### src/rtl/filter_chan_sched.sv
// filter_chan_sched: round-robin scheduler sharing one IIR filter core between
// NCH sample channels. Each channel holds one pending sample (newest wins).
// Samples go to the core one at a time, and each result is tagged with its
// channel before it is forwarded downstream.
//
// Optional build macro FILT_SCHED_WDOG_EN adds a WAIT watchdog. When it fires,
// the outstanding sample is dropped after WDOG_CYC WAIT cycles without a result.
//
// Handshake: every *_valid is a 1-cycle strobe. Its data and channel are
// meaningful only in that cycle. There is no backpressure on any side. The
// core must accept core_in_valid at once and answer with exactly one
// core_out_valid while busy is high in WAIT. core_out_valid outside WAIT is
// ignored.
module filter_chan_sched #(
  parameter int IO_B     = 16,
  parameter int NCH      = 4,
  parameter int WDOG_CYC = 64,
  localparam int CH_W    = $clog2(NCH)
) (
  input  logic                clk,
  input  logic                reset_n,
  input  logic [NCH*IO_B-1:0] ch_data,
  input  logic [NCH-1:0]      ch_valid,
  output logic [NCH-1:0]      ch_overrun,
  output logic [IO_B-1:0]     core_in_data,
  output logic                core_in_valid,
  output logic [CH_W-1:0]     core_chan,
  input  logic [IO_B-1:0]     core_out_data,
  input  logic                core_out_valid,
  output logic [IO_B-1:0]     out_data,
  output logic [CH_W-1:0]     out_chan,
  output logic                out_valid,
  output logic                busy,
  output logic                wdog_err
);

  typedef enum logic [1:0] {
    S_IDLE  = 2'd0,
    S_ISSUE = 2'd1,
    S_WAIT  = 2'd2
  } state_t;

  state_t            state_q;
  state_t            state_d;
  logic [NCH-1:0]    pend_q;
  logic [NCH-1:0]    pend_d;
  logic [NCH-1:0]    ovr_d;
  logic [IO_B-1:0]   pdata_q [NCH];
  logic [CH_W-1:0]   last_q;
  logic [CH_W-1:0]   g_q;
  logic [CH_W-1:0]   grant;
  logic              any_pend;
  logic              issue;
  logic              wd_expire;

  assign issue = (state_q == S_ISSUE);

  // Round-robin search: the first pending channel after the last grant, wrapping.
  always_comb begin
    logic [CH_W-1:0] idx;
    grant    = '0;
    any_pend = 1'b0;
    idx      = '0;
    for (int k = 1; k <= NCH; k++) begin
      idx = CH_W'((int'(last_q) + k) % NCH);
      if (!any_pend && pend_q[idx]) begin
        any_pend = 1'b1;
        grant    = idx;
      end
    end
  end

  // Next pending set and overrun flags. A capture into the channel being issued
  // this cycle re-arms it without counting as an overrun.
  always_comb begin
    pend_d = pend_q;
    ovr_d  = '0;
    if (issue) begin
      pend_d[g_q] = 1'b0;
    end
    for (int i = 0; i < NCH; i++) begin
      if (ch_valid[i]) begin
        pend_d[i] = 1'b1;
        if (pend_q[i] && !(issue && (g_q == CH_W'(i)))) begin
          ovr_d[i] = 1'b1;
        end
      end
    end
  end

  // Per-channel sample holding registers and the pending/overrun flags.
  always_ff @(posedge clk or negedge reset_n) begin
    if (!reset_n) begin
      pend_q     <= '0;
      ch_overrun <= '0;
      for (int i = 0; i < NCH; i++) begin
        pdata_q[i] <= '0;
      end
    end else begin
      pend_q     <= pend_d;
      ch_overrun <= ovr_d;
      for (int i = 0; i < NCH; i++) begin
        if (ch_valid[i]) begin
          pdata_q[i] <= ch_data[i*IO_B +: IO_B];
        end
      end
    end
  end

  // FSM state register.
  always_ff @(posedge clk or negedge reset_n) begin
    if (!reset_n) begin
      state_q <= S_IDLE;
    end else begin
      state_q <= state_d;
    end
  end

  // FSM next state: IDLE -> ISSUE -> WAIT -> IDLE. A transaction ends on a result or on a watchdog expiry.
  always_comb begin
    state_d = state_q;
    case (state_q)
      S_IDLE:  if (any_pend) state_d = S_ISSUE;
      S_ISSUE: state_d = S_WAIT;
      S_WAIT:  if (core_out_valid || wd_expire) state_d = S_IDLE;
      default: state_d = S_IDLE;
    endcase
  end

  // Grant and last-grant tracking, plus the registered, channel-tagged result.
  always_ff @(posedge clk or negedge reset_n) begin
    if (!reset_n) begin
      g_q       <= '0;
      last_q    <= CH_W'(NCH - 1);
      out_valid <= 1'b0;
      out_data  <= '0;
      out_chan  <= '0;
    end else begin
      out_valid <= 1'b0;
      if (state_q == S_IDLE && any_pend) begin
        g_q <= grant;
      end
      if (state_q == S_WAIT && (core_out_valid || wd_expire)) begin
        last_q <= g_q;
      end
      if (state_q == S_WAIT && core_out_valid) begin
        out_valid <= 1'b1;
        out_data  <= core_out_data;
        out_chan  <= g_q;
      end
    end
  end

`ifdef FILT_SCHED_WDOG_EN
  localparam int WD_W = $clog2(WDOG_CYC + 1);
  logic [WD_W-1:0] wd_cnt_q;

  // The counter holds the number of WAIT cycles already completed. Expiry is
  // therefore the WDOG_CYC-th WAIT cycle, provided no result arrives in it.
  assign wd_expire = (state_q == S_WAIT) && !core_out_valid &&
                     (wd_cnt_q == WD_W'(WDOG_CYC - 1));
  assign wdog_err  = wd_expire;

  // Watchdog counter: cleared while entering WAIT, incremented on every WAIT cycle.
  always_ff @(posedge clk or negedge reset_n) begin
    if (!reset_n) begin
      wd_cnt_q <= '0;
    end else if (state_q == S_ISSUE) begin
      wd_cnt_q <= '0;
    end else if (state_q == S_WAIT) begin
      wd_cnt_q <= wd_cnt_q + 1'b1;
    end
  end
`else
  // Without the watchdog, WAIT holds until the core answers. WDOG_CYC has no effect in this build.
  logic unused_wdog_cyc;
  assign unused_wdog_cyc = ^WDOG_CYC;
  assign wd_expire       = 1'b0;
  assign wdog_err        = 1'b0;
`endif

  assign core_in_valid = issue;
  assign core_in_data  = issue ? pdata_q[g_q] : '0;
  assign core_chan     = g_q;
  assign busy          = (state_q != S_IDLE);

endmodule

### config.mk
export PLATFORM = sky130hd
export DESIGN_NAME = filter_chan_sched
export DESIGN_NICKNAME = d
export VERILOG_FILES = /design/src/rtl/filter_chan_sched.sv
export SDC_FILE = /design/constraint.sdc
export NUM_CORES = 1
export LEC_CHECK = 0
export BUFFER_PORTS_ARGS = -buffer_cell sky130_fd_sc_hd__buf_2
export CELL_PAD_IN_SITES_DETAIL_PLACEMENT = 0
export CELL_PAD_IN_SITES_GLOBAL_PLACEMENT = 1
export CORE_MARGIN = 2
export CORE_UTILIZATION = 43
export CTS_CLUSTER_DIAMETER = 200
export DETAILED_ROUTE_END_ITERATION = 8
export PLACE_DENSITY = 0.83
export SYNTH_ARGS = -nofsm -noshare
export SYNTH_HDL_FRONTEND = slang
export SYNTH_SLANG_ARGS = --single-unit
### constraint.sdc
create_clock -name clk -period 3.28 [get_ports clk]
set_input_delay 0.656 -clock clk [delete_from_list [all_inputs] [get_ports clk]]
set_output_delay 0.656 -clock clk [all_outputs]
set_load 0.02 [all_outputs]
[Word-level counts from Yosys, hierarchy flattened]
Cells that the tools add are included.
Operators by class
  magnitude comparators: 7
  mux-type cells: 39
  bitwise gates (word level): 3
  reduce and logical (&&, ||, !) cells: 29
  equal/unequal tests: 7
  add/subtract/negate cells: 4
Operator list (number)
  16-bit two-way mux: 3
  16-bit binary-select mux with 2-bit select: 1
  1-bit two-way mux: 22
  2-bit by 3-bit < comparator with 1-bit output (second input constant): 5
  1-bit logical AND: 14
  2-bit two-way mux: 6
  2-bit nonzero test: 5
  1-bit binary-select mux with 2-bit select: 4
  1-bit logical NOT: 7
  2-bit == test (second input constant): 3
  2-bit one-hot mux with 3 select lines: 1
  2-bit by 1-bit adder with 2-bit output (second input constant): 2
  2-bit adder (second input constant): 2
  4-bit AND: 1
  2-bit by 1-bit == test with 1-bit output (second input constant): 2
  2-bit logical NOT: 2
  4-bit two-way mux: 1
  2-bit != test (second input constant): 2
  4-bit NOT: 1
  3-bit >= comparator (second input constant): 1
  2-bit NOT with 3-bit output: 1
  1-bit demux with 2-bit select: 1
  2-bit by 1-bit >= comparator with 1-bit output (second input constant): 1
  2-bit AND reduction: 1
Storage, ports and cells
  output and inout bits: 44
  word-level logic and storage cells: 104
  flip-flop bits (word level): 97
  input bits: 87

[Longest topological paths before layout]
Gate-level depths: netlist (run 1).
  depth after elaboration: 15
  depth in mapped cells: 5
  depth with buffers taken out: 4

[Least setup slack after synthesis (run 1)]
No wires, ideal clock.
  kind: reg-to-output
  start: reg g_q[0], in the netlist core_chan[0]
  end: out core_in_data[0]
  slack: 1.178 ns
  required time: 2.624 ns
  cell stages (with the launch flop): 4
  arrival: 1.446 ns
  path through: dfrtp_1 buf_4 mux4_2 nor2b_1
On the way
  cells in the longest elaborated chain, start to end: 5
Ends and longest elaborated chain
  start, declared: line 50  | logic [CH_W-1:0] g_q;
  start signal, assigned: line 141  | g_q <= grant;
  2-bit NOT with 3-bit output (not written as such): line 183  | assign core_in_data = issue ? pdata_q[g_q] : '0;
  16-bit binary-select mux with 2-bit select: line 183
  16-bit two-way mux (not written as such) (2 in a row): line 183
  16-bit two-way mux: line 183
  end, declared: line 25  | output logic [IO_B-1:0] core_in_data,
No other way between the ends. The select of a mux whose other input is x is not followed.

[Final worst setup path (run 1)]
  start: reg g_q[1], in the netlist core_chan[1]
  end: out core_in_data[2]
The elaborated chain is that of the path after synthesis.

==> results of run 1 <==
-- worst max path at each step --
stage	end	slack, ps	depth (start not counted)
6_report	core_in_data[2]	440	3
5_1_grt	core_in_data[2]	370	3
4_1_cts	core_in_data[2]	420	3
3_5_place_dp	core_in_data[2]	800	3
3_3_place_gp	core_in_data[2]	840	3
2_1_floorplan	core_in_data[0]	1180	3
-- state kept, by name, summed over array words and instances, names as in the netlist --
register	count
pdata_q	64
out_data	16
ch_overrun	4
pend_q	4
core_chan	2
last_q	2
out_chan	2
state_q	2
out_valid	1
-- layer usage --
layer	routed length (um)	share of wire [%]
met1	3950	42
met2	4860	52
met3	434	4.6
met4	113	1.2
met5	0	0
-- synth_stat cells, types with 2 or more instances --
master / number / area [sq um]
sky130_fd_sc_hd__a21o_1: 2 / 15.0
sky130_fd_sc_hd__a21oi_1: 2 / 10.0
sky130_fd_sc_hd__and3_1: 2 / 12.5
sky130_fd_sc_hd__buf_2: 11 / 55.1
sky130_fd_sc_hd__buf_4: 3 / 22.5
sky130_fd_sc_hd__clkbuf_1: 4 / 15.0
sky130_fd_sc_hd__dfrtp_1: 95 / 2380
sky130_fd_sc_hd__dfstp_2: 2 / 52.6
sky130_fd_sc_hd__inv_1: 5 / 18.8
sky130_fd_sc_hd__mux2_2: 64 / 721
sky130_fd_sc_hd__mux4_2: 16 / 360
sky130_fd_sc_hd__nand2_1: 62 / 233
sky130_fd_sc_hd__nand2b_1: 4 / 25.0
sky130_fd_sc_hd__nand3b_1: 3 / 22.5
sky130_fd_sc_hd__nor2_1: 3 / 11.3
sky130_fd_sc_hd__nor2b_1: 16 / 100
sky130_fd_sc_hd__o21ai_0: 2 / 10.0
sky130_fd_sc_hd__o31ai_1: 2 / 15.0
-- power breakdown --
part	switching, mW	leakage (nW)	internal, mW
Sequential	0.200	1.14	1.45
Combinational	0.772	1.23	0.639
Clock	0.420	0.0957	0.353
Total	1.39	2.47	2.44
-- placed cells by master (no fill, tap or decap), types with 3 or more instances in the layout --
cell type                  count
sky130_fd_sc_hd__clkbuf_8      9
sky130_fd_sc_hd__buf_4         6
sky130_fd_sc_hd__mux2_2       64
sky130_fd_sc_hd__mux4_2       16
sky130_fd_sc_hd__nor2_1        3
sky130_fd_sc_hd__nor2b_1      16
sky130_fd_sc_hd__nand2_1      62
sky130_fd_sc_hd__dfrtp_1      95
sky130_fd_sc_hd__buf_2       128
sky130_fd_sc_hd__inv_1         5
sky130_fd_sc_hd__nand2b_1      4
sky130_fd_sc_hd__nand3b_1      3
-- cell families after synthesis --
kind of cell / count (synthesis)
other: 1
and+or+nand+nor: 94
buffers and inverters: 24
AOI/OAI and AO/OA: 12
DFF: 97
muxes: 81
-- worst register-to-register path, delay by kind of cell (launching register included) --
family,cells,cell delay (ps)
simple gates,3,1260
flops,1,420
-- through the flow --
stage                     setup WS [ps]  instance area (sq um)  power (mW)  hold slack [ps]
after floorplan                    1180                   4170        2.63              360
after global placement              842                   4920        3.07              452
after detailed placement            802                   4920        3.11              457
after CTS                           415                   5110        3.88              252
after global routing                373                   5110        4.06              269
final                               440                   5110        3.83              242
-- cell type report --
class	count	area (sq um)	area share [%]
multi-input cells	188	1620	31.7
repair buffers	134	686	13.4
well taps	129	161	3.16
clock buffers	9	124	2.42
inverters	6	22.5	0.440
flip-flops and latches	97	2430	47.5
clock inverters	6	68.8	1.35
==> metrics.txt, run 1 <==
final std cells w/o fill between 500 and 600; kind of cell adding the most delay to the critical path flip-flops; total I/O pin count approximately 130; Post-Synth Simple-Gate Area between 10% and 20%; Area growth, synth to finish 22.7%; total gr overflow 0; leakage power of the design approximately 2.5 nW; average size of a mapped cell between 10 and 15 sq um; via count of the routed design 2840; iteration count of the initial detailed-routing pass 4; EDFF count, synth 0; endpoint of the worst register-to-register path ch_overrun[2]; slowest stage cell, crit path sky130_fd_sc_hd__dfrtp_1; total of flip-flops plus latches after synthesis 97; input/output buffers around 130; startpoint of the worst register-to-register path state_q[1]; DRC errors left 0; Fillers slightly above 800; sort of element at the end of the critical path output pin; number of maximum-capacitance violations 0; share of layout cells above drive strength 1 between 50% and 60%; max-slew violations 0; CTS tree done; number of routed nets with antenna violations 0; diode insertion count for antenna repair 0; cells traversed along the worst timing path mux4_2, nor2b_1, buf_2; Relative slew margins about 28%; routability congestion estimate 0.778; dominant combinational cell family by area after synthesis multiplexers; type of origin of the critical path flop; die footprint ~10000 sq um; met1 Track Usage GR around a quarter; arrival time worst endpoint 2180 ps; yosys synthesis warning count 0; critical path's largest stage delay around 1100 ps; final HPWL from detailed placement 6620 um; number of antenna violations at the first check in global routing 0; share of cell area taken by muxes after synthesis between 20% and 30%; power density over the cells around 750 nW/um^2; placeable core region 9330 sq um; most instantiated flip-flop cell in the synthesis netlist sky130_fd_sc_hd__dfrtp_1; shortest period the worst path allows approximately 2800 ps; post-route setup TNS 0 ps; Routed WL per cell 16.4 um; clock latency on the worst-skew pair between 300 and 400 ps; maximum operating frequency between 300 and 400 MHz; portion of the clock cycle consumed by the worst path in the final layout between 80% and 90%; number of standard cells after synthesis approximately 300; HP Class input port to asynchronous set/reset pin; cts-stage hold buffer count 0; post-synth design cell area about 4200 sq um; Post-synth ARST share 100%; xor/xnor share of the synthesized area 0%; unrepaired setup endpoints after global routing no; Max VDD drop around 300 uV; # resized after CTS 0; Final Core Density 54.8%; largest buffer count on any clock path 2; Setup CP Type flop to output pin; buffers plus inverters on the worst setup path 1; distinct cell type count of the synthesized netlist 29; GR Layer Usage met3 under 10%; number of DRC violations after detailed-routing iteration 0 between 70 and 80; Least-Margin Pin Slew 1070 ps; syn_nets between 300 and 400; post-synthesis adder-cell area fraction 0%; initial cell density of the core around 45%; vias per inst 4.99; # rows 35; clock tree sinks 97; worst-case register-to-register setup slack 1510 ps; Final Net Count 523; Horiz. Die Dim between 100 and 150 um; Compound-Gate Fraction of Synth Area 2.22%; H-tree levels 3; number of global-route vias before repair just under 3000; depth of the worst register-to-register path 3; most used routing layer in global routing met2; routing usage on met2 32.2%; worst clock skew roughly 14 ps; Die Ht 102 um; Final Routed Wirelength around 9400 um; clock transition at the registers of the reported paths ~100 ps; Setup Fix Bufs, Post-CTS 0; root buffer selected by CTS sky130_fd_sc_hd__clkbuf_8; pin count of the biggest net entering global routing 38; register area share after synthesis 58.3%; source of the critical timing path core_chan[1]; number of setup violations in the final report 0; status finished, final reports clean; top fanout value on the critical path 23; final count of hold timing violations 0; first-pass GRT wire length about 15000 um; cell count after placement ~550; Crit path required time 2620 ps; number of clock buffers inserted by TritonCTS 9; total track usage a little under a fifth
Power figures use the tool's default switching activity.
==> run 2, diff against run 1 <==
Settings changed: CORE_MARGIN 2 to unset.
==> run 2 against run 1 <==
Effect of this change:
- count of clock-buffer cells in the layout did not move
- die area fell by 3.9%
- final cell count rose by 0.35%
- design area rose by 0.86%
- maximum frequency rose by 13%
- combinational power rose by 4%
- critical path depth did not move
- clock power rose by 10%
- non-clock buffer count rose by 1
- sequential cell count did not move
- total power rose by 2.2%
- largest cell class unchanged
==> metrics.txt, run 2 (synthesis results as in run 1) <==
H-tree levels 3; type of origin of the critical path flop; number of maximum-capacitance violations 0; final HPWL from detailed placement between 6000 and 7000 um; worst setup slack after layout 770 ps; Min Hold Slack roughly 330 ps; highest-count cells in the layout ignoring fill and taps sky130_fd_sc_hd__buf_2 (128), sky130_fd_sc_hd__dfrtp_1 (95), sky130_fd_sc_hd__mux2_2 (64); total gr overflow 0; routability congestion estimate roughly 0.75; Routed WL per cell around 16 um; largest buffer count on any clock path 2; number of antenna violations at the first check in global routing 0; final std cells w/o fill approximately 570; most frequent standard cell in the layout excluding fill and tap cells sky130_fd_sc_hd__buf_2; diode insertion count for antenna repair 0; worst clock skew between 8 and 9 ps; pin count of the biggest net entering global routing 54; total track usage a little under a fifth; number of global-route vias before repair about 2800; Setup Fix Bufs, Post-CTS 0; clock transition at the registers of the reported paths approximately 90 ps; Final Routed Wirelength ~9000 um; worst-case register-to-register setup slack between 1500 and 2000 ps; arrival time worst endpoint roughly 1900 ps; clock latency on the worst-skew pair between 300 and 400 ps; cell count after placement approximately 560; Final Net Count roughly 520; total power consumption of the routed design just under 4 mW; registers with the most flip-flops pdata_q (64), out_data (16); root buffer selected by CTS sky130_fd_sc_hd__clkbuf_8; shortest period the worst path allows roughly 2500 ps; status finished, final reports clean; startpoint of the worst register-to-register path state_q[1]; # rows 35; Final Core Density ~55%; number of DRC violations after detailed-routing iteration 0 between 50 and 60; power density over the cells between 700 and 800 nW/um^2; placeable core region roughly 9300 sq um; sort of element at the end of the critical path output pin; CTS tree done; Area growth, synth to finish 23.8%; Max VDD drop just over 300 uV; Horiz. Die Dim around 100 um; input/output buffers roughly 130; share of layout cells above drive strength 1 between 50% and 60%; number of clock buffers inserted by TritonCTS 9; source of the critical timing path state_q[1]; top fanout value on the critical path 21; unrepaired setup endpoints after global routing no; Setup CP Type flop to output pin; initial cell density of the core between 40% and 50%; # resized after CTS 0; DRC errors left 0; flip-flop count of the largest register after layout 64; vias per inst about 4.9; Die Ht around 100 um; number of routed nets with antenna violations 0; Crit path required time 2620 ps; HP Class input port to asynchronous set/reset pin; die footprint between 10000 and 15000 sq um; dpl ws around 1100 ps; portion of the clock cycle consumed by the worst path in the final layout about three quarters; depth of the worst register-to-register path 3; Top reg by flops pdata_q; total I/O pin count 131; number of setup violations in the final report 0; cts-stage hold buffer count 0; Relative slew margins 41.2%; max-slew violations 0; iteration count of the initial detailed-routing pass 4; final count of hold timing violations 0; clock tree sinks 97; via count of the routed design ~2800; maximum operating frequency approximately 400 MHz; first-pass GRT wire length 14400 um; post-route setup TNS 0 ps; area after detailed placement a little under 5000 sq um; leakage power of the design about 2.5 nW; Least-Margin Pin Slew 882 ps; post-route design area just over 5000 sq um
-- run 2: cell types whose count changed in the layout (fill, tap and decap cells not counted), sizes merged --
cell / change
buf: +1
bufinv: +1
clkinvlp: -1
clkinv: +1
-- run 2: power breakdown --
part           internal (mW)  total, mW  switching (mW)
combinational          0.649       1.46           0.807
sequential              1.45       1.61           0.158
clock                  0.430      0.852           0.422
-- run 2: worst max-delay path: stages, from the launching register on --
cell and delay [ps]:
sky130_fd_sc_hd__dfrtp_1 420, sky130_fd_sc_hd__nand2b_1 570, sky130_fd_sc_hd__nor2b_1 300, sky130_fd_sc_hd__buf_2 200
-- run 2: path summary, 6_finish.rpt --
path,to
max reg2reg,ch_overrun[0]
max in group asynchronous,last_q[0]
min,out_valid
max,core_in_data[15]
min reg2reg,out_data[5]
min in group clk,out_data[13]
-- run 2: area by class of cell --
cell class,count,area [sq um]
flip-flops and latches,97,2430
multi-input cells,188,1620
fillers,819,4170
clock buffers,9,124
inverters,6,22.5
clock inverters,7,92.6
repair buffers,135,706
well taps,129,161
-- run 2: layer usage --
layer | global-route usage [%] | up-vias | share of wire, %
met4 | 7.13 | 0 | 1.7
met5 | 0 | - | 0
met2 | 31.5 | 67 | 49
li1 | - | 1318 | -
met3 | 3.69 | 10 | 3.8
met1 | 25.2 | 1381 | 45
==> run 3, diff against run 2 <==
Settings changed: CORE_UTILIZATION 43 to 36, PLACE_DENSITY 0.83 to 0.74.
Clock period 3.28 ns to 2.2 ns, I/O delays scaled along.
==> run 3 against run 2 <==
Effect of this change:
- sequential power increased by 50%
- sequential cell count unchanged
- wire length increased by 3.8%
- critical path type unchanged
- highest routed layer unchanged
==> metrics.txt, run 3 (synthesis results as in run 1) <==
most used routing layer in global routing met2; initial cell density of the core between 30% and 40%; Area growth, synth to finish 28.5%; final count of hold timing violations 0; worst clock skew ~5.4 ps; status finished, final reports clean; clock tree sinks between 90 and 100; cell count after placement about 570; first-pass GRT wire length between 10000 and 15000 um; top fanout value on the critical path 8; routability congestion estimate 0.726; share of layout cells above drive strength 1 between 50% and 60%; largest buffer count on any clock path 2; number of DRC violations after detailed-routing iteration 0 about 120; number of antenna violations at the first check in global routing 0; Least-Margin Pin Slew between 500 and 600 ps; input/output buffers 129; CTS tree done; Top reg by flops pdata_q; HP Class input port to flop; depth of the worst register-to-register path 3; met1 Track Usage GR 22.7%; Relative slew margins 66.2%; power density over the cells between 1000 and 1500 nW/um^2; # rows 38; Min Hold Slack ~290 ps; cells traversed along the worst timing path clkbuf_16, mux4_2, nor2b_1, buf_2; total track usage 16.5%; iteration count of the initial detailed-routing pass 4; DRC errors left 0; portion of the clock cycle consumed by the worst path in the final layout around 100%; vias per inst between 4 and 5; placeable core region between 10000 and 15000 sq um; depth of the worst hold-timing path 3; shortest period the worst path allows 2200 ps; max-slew violations 0; Final Net Count ~530; GR Layer Usage met3 about 4.7%; die footprint approximately 12000 sq um; highest-count cells in the layout ignoring fill and taps sky130_fd_sc_hd__buf_2 (124), sky130_fd_sc_hd__dfrtp_1 (94), sky130_fd_sc_hd__mux2_2 (64); number of routed nets with antenna violations 0; most frequent standard cell in the layout excluding fill and tap cells sky130_fd_sc_hd__buf_2; number of maximum-capacitance violations 0; pin count of the biggest net entering global routing just over 60; Setup CP Type flop to output pin; number of global-route vias before repair 2856; clock transition at the registers of the reported paths 70 ps; Final Routed Wirelength around 9300 um; number of clock buffers inserted by TritonCTS 9; Crit path required time 1760 ps; registers with the most flip-flops pdata_q (64), out_data (16); routing usage on met2 approximately 25%; unrepaired setup endpoints after global routing yes; type of origin of the critical path flop; Die Ht around 110 um; H-tree levels 3; Max VDD drop about 470 uV; Fillers approximately 1000; slowest stage cell, crit path sky130_fd_sc_hd__mux4_2; critical path's largest stage delay 490 ps; total gr overflow 0; leakage power of the design roughly 2.6 nW; root buffer selected by CTS sky130_fd_sc_hd__clkbuf_16; diode insertion count for antenna repair 0; final std cells w/o fill roughly 590; total I/O pin count 131; clock latency on the worst-skew pair around 330 ps; Horiz. Die Dim 110 um; number of setup violations in the final report 0; Routed WL per cell about 16 um; total power consumption of the routed design about 6.4 mW; final HPWL from detailed placement 6430 um; arrival time worst endpoint 1760 ps; flip-flop count of the largest register after layout 64; sort of element at the end of the critical path output pin; Final Core Density just under 50%; maximum operating frequency around 450 MHz; via count of the routed design ~2800
## run 3: metal layers
layer | routed length, um | up-vias
li1 | - | 1327
met3 | 627 | 7
met4 | 129 | 0
met1 | 4390 | 1355
met2 | 4160 | 98
met5 | 0 | -
## run 3: layout make-up
| cell class | instances | area (sq um) | area share, % |
|---|---|---|---|
| flip-flops and latches | 97 | 2430 | 45.4 |
| clock inverters | 3 | 65.1 | 1.22 |
| well taps | 140 | 175 | 3.27 |
| multi-input cells | 188 | 1620 | 30.3 |
| clock buffers | 12 | 246 | 4.60 |
| repair buffers | 139 | 791 | 14.8 |
| inverters | 6 | 22.5 | 0.421 |
## run 3: timing repair
action,CTS,global route
cloned,1,0
gates resized for setup,3,4
endpoints found under the hold margin,19,0
setup buffers,1,0
hold buffers,1,0
setup endpoints to repair,16,16
## run 3: worst max-delay path: cells and delay by family, from the launching register on
family,cells,cell delay [ps]
muxes,1,490
DFF,1,440
buffers and inverters,2,360
and+or+nand+nor,1,140
## run 3: report_power, final
| group | switching (mW) | internal [mW] |
|---|---|---|
| sequential | 0.253 | 2.17 |
| combinational | 1.21 | 1.08 |
| clock | 0.630 | 1.02 |
| total | 2.10 | 4.26 |
## run 3: path summary, 6_finish.rpt
| check | start | end | slack [ps] |
|---|---|---|---|
| min in group asynchronous | reset_n | pdata_q[59] | 530 |
| setup / recovery | core_chan[0] | core_in_data[10] | 0.8 |
| hold / removal | core_out_data[0] | out_data[0] | 290 |
| hold reg to reg | out_chan[1] | out_chan[1] | 470 |
| max in group asynchronous | reset_n | last_q[1] | 1010 |
| setup reg to reg | state_q[0] | core_chan[1] | 780 |
## run 3: through the flow
| step | cell area, sq um | setup slack, ps | TNS (ps) |
|---|---|---|---|
| floorplan | 4170 | 314 | 0 |
| global placement | 4990 | 276 | 0 |
| detailed placement | 4990 | 244 | 0 |
| CTS | 5350 | -51.9 | -482 |
| global route | 5350 | -84.9 | -1030 |
| finish | 5350 | 0.832 | 0 |
